===== config.mk =====
export PLATFORM = sky130hd
export DESIGN_NAME = float_adder_arbiter
export DESIGN_NICKNAME = d
export VERILOG_FILES = /design/src/rtl/float_adder_arbiter.sv
export SDC_FILE = /design/constraint.sdc
export NUM_CORES = 1
export LEC_CHECK = 0
export CORE_MARGIN = 5
export CORE_UTILIZATION = 25
export CTS_BUF_LIST = sky130_fd_sc_hd__clkbuf_8
export DETAILED_ROUTE_END_ITERATION = 7
export SYNTH_ARGS = -nofsm -noshare
export SYNTH_HDL_FRONTEND = slang
export SYNTH_SLANG_ARGS = --single-unit

===== constraint.sdc =====
create_clock -name i_clk -period 2.05 [get_ports i_clk]
set_input_delay 0.41 -clock i_clk [delete_from_list [all_inputs] [get_ports i_clk]]
set_output_delay 0.41 -clock i_clk [all_outputs]
set_load 0.1 [all_outputs]

===== src/rtl/float_adder_arbiter.sv =====
// Round-robin arbiter that shares one stb/ack float adder among NREQ requesters,
// with one operation in flight and a sticky stall timeout.
module float_adder_arbiter #(
  parameter int NREQ    = 4,
  parameter int TIMEOUT = 1024
) (
  input  logic                 i_clk,
  input  logic                 i_rst,
  input  logic [NREQ-1:0]      i_req_stb,
  input  logic [32*NREQ-1:0]   i_req_a,
  input  logic [32*NREQ-1:0]   i_req_b,
  output logic [NREQ-1:0]      o_req_ack,
  output logic [31:0]          o_rsp_z,
  output logic [NREQ-1:0]      o_rsp_stb,
  input  logic [NREQ-1:0]      i_rsp_ack,
  output logic [31:0]          o_add_a,
  output logic                 o_add_a_stb,
  input  logic                 i_add_a_ack,
  output logic [31:0]          o_add_b,
  output logic                 o_add_b_stb,
  input  logic                 i_add_b_ack,
  input  logic [31:0]          i_add_z,
  input  logic                 i_add_z_stb,
  output logic                 o_add_z_ack,
  output logic [15:0]          o_op_count,
  output logic                 o_err_timeout
);

  localparam int GW = (NREQ > 1) ? $clog2(NREQ) : 1;
  localparam int SW = $clog2(TIMEOUT + 1);

  typedef enum logic [2:0] {S_IDLE, S_ISSUE, S_WAIT_Z, S_ACK_Z, S_RESPOND} state_t;

  state_t          r_state;
  logic [GW-1:0]   r_ptr;
  logic [GW-1:0]   r_grant;
  logic [NREQ-1:0] r_req_ack;
  logic [31:0]     r_rsp_z;
  logic [NREQ-1:0] r_rsp_stb;
  logic [31:0]     r_add_a;
  logic            r_add_a_stb;
  logic [31:0]     r_add_b;
  logic            r_add_b_stb;
  logic            r_add_z_ack;
  logic [15:0]     r_op_count;
  logic            r_err_timeout;
  logic [SW-1:0]   r_stall;

  logic            w_grant_vld;
  logic [GW-1:0]   w_grant;
  logic [31:0]     w_req_a [NREQ];
  logic [31:0]     w_req_b [NREQ];
  logic            w_a_done;
  logic            w_b_done;

  always_comb begin
    for (int i = 0; i < NREQ; i++) begin
      w_req_a[i] = i_req_a[32*i +: 32];
      w_req_b[i] = i_req_b[32*i +: 32];
    end
  end

  // Search starts just after the last served requester so every requester gets a turn.
  always_comb begin : grant_search
    int            idx;
    logic [GW-1:0] cand;
    // NOTE: every output of this block gets a default before the loop, so no latch is inferred.
    w_grant_vld = 1'b0;
    w_grant     = '0;
    idx         = 0;
    cand        = '0;
    for (int k = 1; k <= NREQ; k++) begin
      idx = int'(r_ptr) + k;
      if (idx >= NREQ) idx = idx - NREQ;
      cand = GW'(idx);
      if (!w_grant_vld && i_req_stb[cand]) begin
        w_grant_vld = 1'b1;
        w_grant     = cand;
      end
    end
  end

  // An operand counts as sent once its stb was dropped or its ack is being sampled now.
  assign w_a_done = !r_add_a_stb || i_add_a_ack;
  assign w_b_done = !r_add_b_stb || i_add_b_ack;

  // NOTE: all state uses non-blocking assignments so every register sees pre-edge values.
  always_ff @(posedge i_clk) begin
    if (!i_rst) begin
      r_state       <= S_IDLE;
      r_ptr         <= GW'(NREQ - 1);
      r_grant       <= '0;
      r_req_ack     <= '0;
      r_rsp_z       <= '0;
      r_rsp_stb     <= '0;
      r_add_a       <= '0;
      r_add_a_stb   <= 1'b0;
      r_add_b       <= '0;
      r_add_b_stb   <= 1'b0;
      r_add_z_ack   <= 1'b0;
      r_op_count    <= '0;
      r_err_timeout <= 1'b0;
      r_stall       <= '0;
    end else begin
      r_req_ack <= '0;
      unique case (r_state)
        S_IDLE: begin
          if (w_grant_vld) begin
            r_grant     <= w_grant;
            r_add_a     <= w_req_a[w_grant];
            r_add_b     <= w_req_b[w_grant];
            r_add_a_stb <= 1'b1;
            r_add_b_stb <= 1'b1;
            r_req_ack   <= NREQ'(1) << w_grant;
            r_stall     <= '0;
            r_state     <= S_ISSUE;
          end
        end
        S_ISSUE: begin
          if (r_add_a_stb && i_add_a_ack) r_add_a_stb <= 1'b0;
          if (r_add_b_stb && i_add_b_ack) r_add_b_stb <= 1'b0;
          if (w_a_done && w_b_done) r_state <= S_WAIT_Z;
        end
        S_WAIT_Z: begin
          if (i_add_z_stb) begin
            r_rsp_z     <= i_add_z;
            r_add_z_ack <= 1'b1;
            r_state     <= S_ACK_Z;
          end
        end
        S_ACK_Z: begin
          r_add_z_ack <= 1'b0;
          r_rsp_stb   <= NREQ'(1) << r_grant;
          r_state     <= S_RESPOND;
        end
        S_RESPOND: begin
          if (i_rsp_ack[r_grant]) begin
            r_ptr      <= r_grant;
            r_op_count <= r_op_count + 16'd1;
            r_rsp_stb  <= '0;
            r_state    <= S_IDLE;
          end
        end
        default: r_state <= S_IDLE;
      endcase

      // Saturating stall counter; the error only flags the stall, the FSM keeps waiting.
      if (r_state == S_ISSUE || r_state == S_WAIT_Z) begin
        if (r_stall != SW'(TIMEOUT)) r_stall <= r_stall + 1'b1;
        if (r_stall >= SW'(TIMEOUT - 1)) r_err_timeout <= 1'b1;
      end
    end
  end

  assign o_req_ack     = r_req_ack;
  assign o_rsp_z       = r_rsp_z;
  assign o_rsp_stb     = r_rsp_stb;
  assign o_add_a       = r_add_a;
  assign o_add_a_stb   = r_add_a_stb;
  assign o_add_b       = r_add_b;
  assign o_add_b_stb   = r_add_b_stb;
  assign o_add_z_ack   = r_add_z_ack;
  assign o_op_count    = r_op_count;
  assign o_err_timeout = r_err_timeout;

endmodule

==> flow_metrics.py <==
metrics = {
    "run": {
        "drv_cap": 0,
    },
    "yosys": {
        "async_reset_ff_frac": 0,
        "synth_fp_nets": 1273,
        "yosysSeqAreaShare": 0.360,
        "avgSynthCellArea_um2": 8.15,
        "ys_ff_latch": 142,
        "synthCells": 969,
        "synth.area.top_cells": "dfxtp_1 36%, mux2i_1 8.2%, and4_1 7.3%",
        "synth.most_common_cell": "dfxtp_1",
        "synth_cell_types": 48,
        "ys_top_cells_by_count": "142 x dfxtp_1, 139 x nand2_1, 70 x inv_1",
        "yosysTopAreaCell": "dfxtp_1",
        "synth_top_area_share": 0.360,
        "ys_warn_count": 0,
        "syn_area_um2": 7900,
        "synth-edff-count": 0,
        "synthFlopType": "dfxtp_1",
    },
    "routing": {
        "routedWlPerCell_um": 18.2,
        "vias_per_cell": 4.77,
        "ant_nets": 0,
        "routed_wl_mm": 32.8,
        "drt_pre_antenna_iters": 5,
        "drtIter0Drc": 295,
        "vias": 8623,
        "drc": 0,
    },
    "global_route": {
        "grt_max_degree": 76,
        "grt_overflow": 0,
        "grt_first_pass_wirelength_mm": 50.0,
        "grt_use_total": 0.178,
        "antenna_found_initial": 3,
        "first_global_vias": 8687,
    },
    "placed_design": {
        "dp_hpwl_mm": 25.6,
        "dpl_cell_area_um2": 12700,
        "pre_cts_slack_ns": -0.438,
        "placed_cells": 1774,
        "place.gp.congestion": 0.830,
        "io_buffers": 424,
    },
    "cells_and_area": {
        "multi_input_area_um2": 4420,
        "area_delta_synth_final_pct": 66.5,
        "antenna_cells": 0,
        "drive_above_1_share": 0.195,
        "design_area_um2": 13200,
        "finalNetCount": 1697,
        "regArea_um2": 2850,
        "layoutNonFillerInstCount": 1808,
        "nFillCells": 3164,
    },
    "critical_path": {
        "critical_path_arrival_ns": 2.33,
        "path_max_fanout": 10,
        "critPathKind": "input pin to flop",
        "required_ns": 2.37,
        "critPathLaunchType": "input pin",
        "end_kind": "flop",
    },
    "power": {
        "powerDensity_nw_per_um2": 782,
        "irDropWorstVdd_mv": 0.354,
        "p_leak_nw": 5.50,
        "p_total_mw": 10.3,
    },
    "sta": {
        "hold_viol": 0,
        "fmax_ghz": 0.497,
        "max_slew_margin": 0.644,
        "finalSetupViolations": 0,
        "timing.hold.ws_ns": 0.460,
        "finClkSkew_ns": 0.0238,
        "fin_ws_ns": 0.0399,
        "drv_slew": 0,
        "rsz0062_at_grt": "no",
        "final.min_clock_period_ns": 2.01,
        "period_share": 0.981,
        "worst_slew_pin_slew_ns": 0.531,
    },
    "floorplan": {
        "die-width_um": 188,
        "floorplan.initialDensity": 0.252,
        "ioPinCount": 425,
        "coreArea_um2": 31400,
        "num_rows": 65,
        "die_y_um": 188,
        "die-area_um2": 35300,
    },
    "clocking": {
        "clock_path_buffers": 2,
        "tritoncts.num_buffers": 17,
        "cts_root_buf": "clkbuf_8",
        "htree_levels": 4,
        "cts_sinks": 142,
        "clkTransAtPathRegs_ns": 0.10,
        "postCtsHoldBufs": 0,
        "cts_tree": "built",
        "clock_latency_ns": 0.44,
    },
    "min_path": {
        "hp-class": "flop to flop",
    },
    "run_status": {
        "status": "completed",
    },
}
-- where the power goes --
group,leakage (nW),internal [mW],total [mW],switching [mW]
registers,1.16,3.06,3.25,0.190
logic,4.13,1.52,4.62,3.11
clock network,0.212,0.950,2.41,1.46
total,5.50,5.52,10.3,4.76
-- layout make-up --
class,instances,area share
Timing Repair Buffer,492,0.356
Multi-Input combinational cell,669,0.336
Sequential cell,142,0.217
Tap cell,402,0.0382
Inverter,71,0.0203
Clock buffer,17,0.0178
Clock inverter,15,0.0147
-- routing by layer --
layer / part of all wire / global-route usage
met5: 0.0012 / 0
met2: 0.48 / 0.304
met3: 0.071 / 0.0583
met4: 0.022 / 0.0477
met1: 0.42 / 0.217
-- kinds of logic (layout without fill, tap and decap cells) --
kind of cell             after synthesis  after routing  share of synthesized area
buffers and inverters                158            595                     0.0874
flip-flops                           142            142                      0.360
XOR/XNOR                              21             21                     0.0233
AND/OR/NAND/NOR                      321            321                      0.227
AO/OA/AOI/OAI                        257            257                      0.211
multiplexers                          67             67                     0.0866
adder cells (fa/ha/maj)                3              3                    0.00475
-- path summary, 6_finish.rpt --
check | from | to | slack [ns] | cells after the start
worst min-delay path | o_rsp_z[8] | o_rsp_z[8] | 0.46 | 2
worst max-delay path | i_req_stb[2] | o_add_a[24] | 0.04 | 9
worst min register to register | o_rsp_z[8] | o_rsp_z[8] | 0.46 | 2
worst max register to register | r_stall[0] | r_stall[9] | 0.16 | 7
-- placed cells by master (no fill, tap or decap), types with 5 or more instances in the layout --
master / n
a21oi_1: 41
a31oi_1: 68
and2_1: 18
and3_1: 6
and4_1: 66
buf_12: 19
buf_4: 173
clkbuf_8: 17
clkdlybuf4s50_1: 299
clkinv_8: 7
dfxtp_1: 137
dfxtp_2: 5
inv_1: 70
mux2i_1: 65
nand2_1: 139
nand2_2: 11
nand2b_1: 7
nand3_1: 16
nand4_1: 13
nor2_1: 19
nor3_1: 6
o211ai_1: 46
o211ai_2: 20
o21ai_0: 59
o21ai_1: 12
xnor2_1: 15
xor2_1: 6
-- timing repair --
action,4_1_cts,5_1_grt
endpoints found under the setup margin,0,39
buffers inserted,0,2
gates resized for setup,0,2
-- sequential cells by signal (all words and copies together) (netlist names), 3 cells and up --
name,flops
r_stall,11
o_add_b,32
o_add_a,32
o_op_count,16
o_rsp_stb,4
o_req_ack,4
r_state,3
o_rsp_z,32
-- per-stage QoR --
stage,util,setup TNS [ns]
after global routing,0.419,0
after detailed placement,0.404,-27.08
final,0.419,0
after global placement,0.404,-22.40
after floorplan,-,0
after CTS,0.418,0
-- worst max-delay path: stages --
cell and delay [ns]:
clkdlybuf4s50_1 0.46, or4_4 0.60, nand3b_2 0.15, a21oi_4 0.05, buf_12 0.17, buf_4 0.14, buf_12 0.13, o21ai_0 0.09
o211ai_1 0.12
Note: power is estimated with default switching activity, not from simulation.
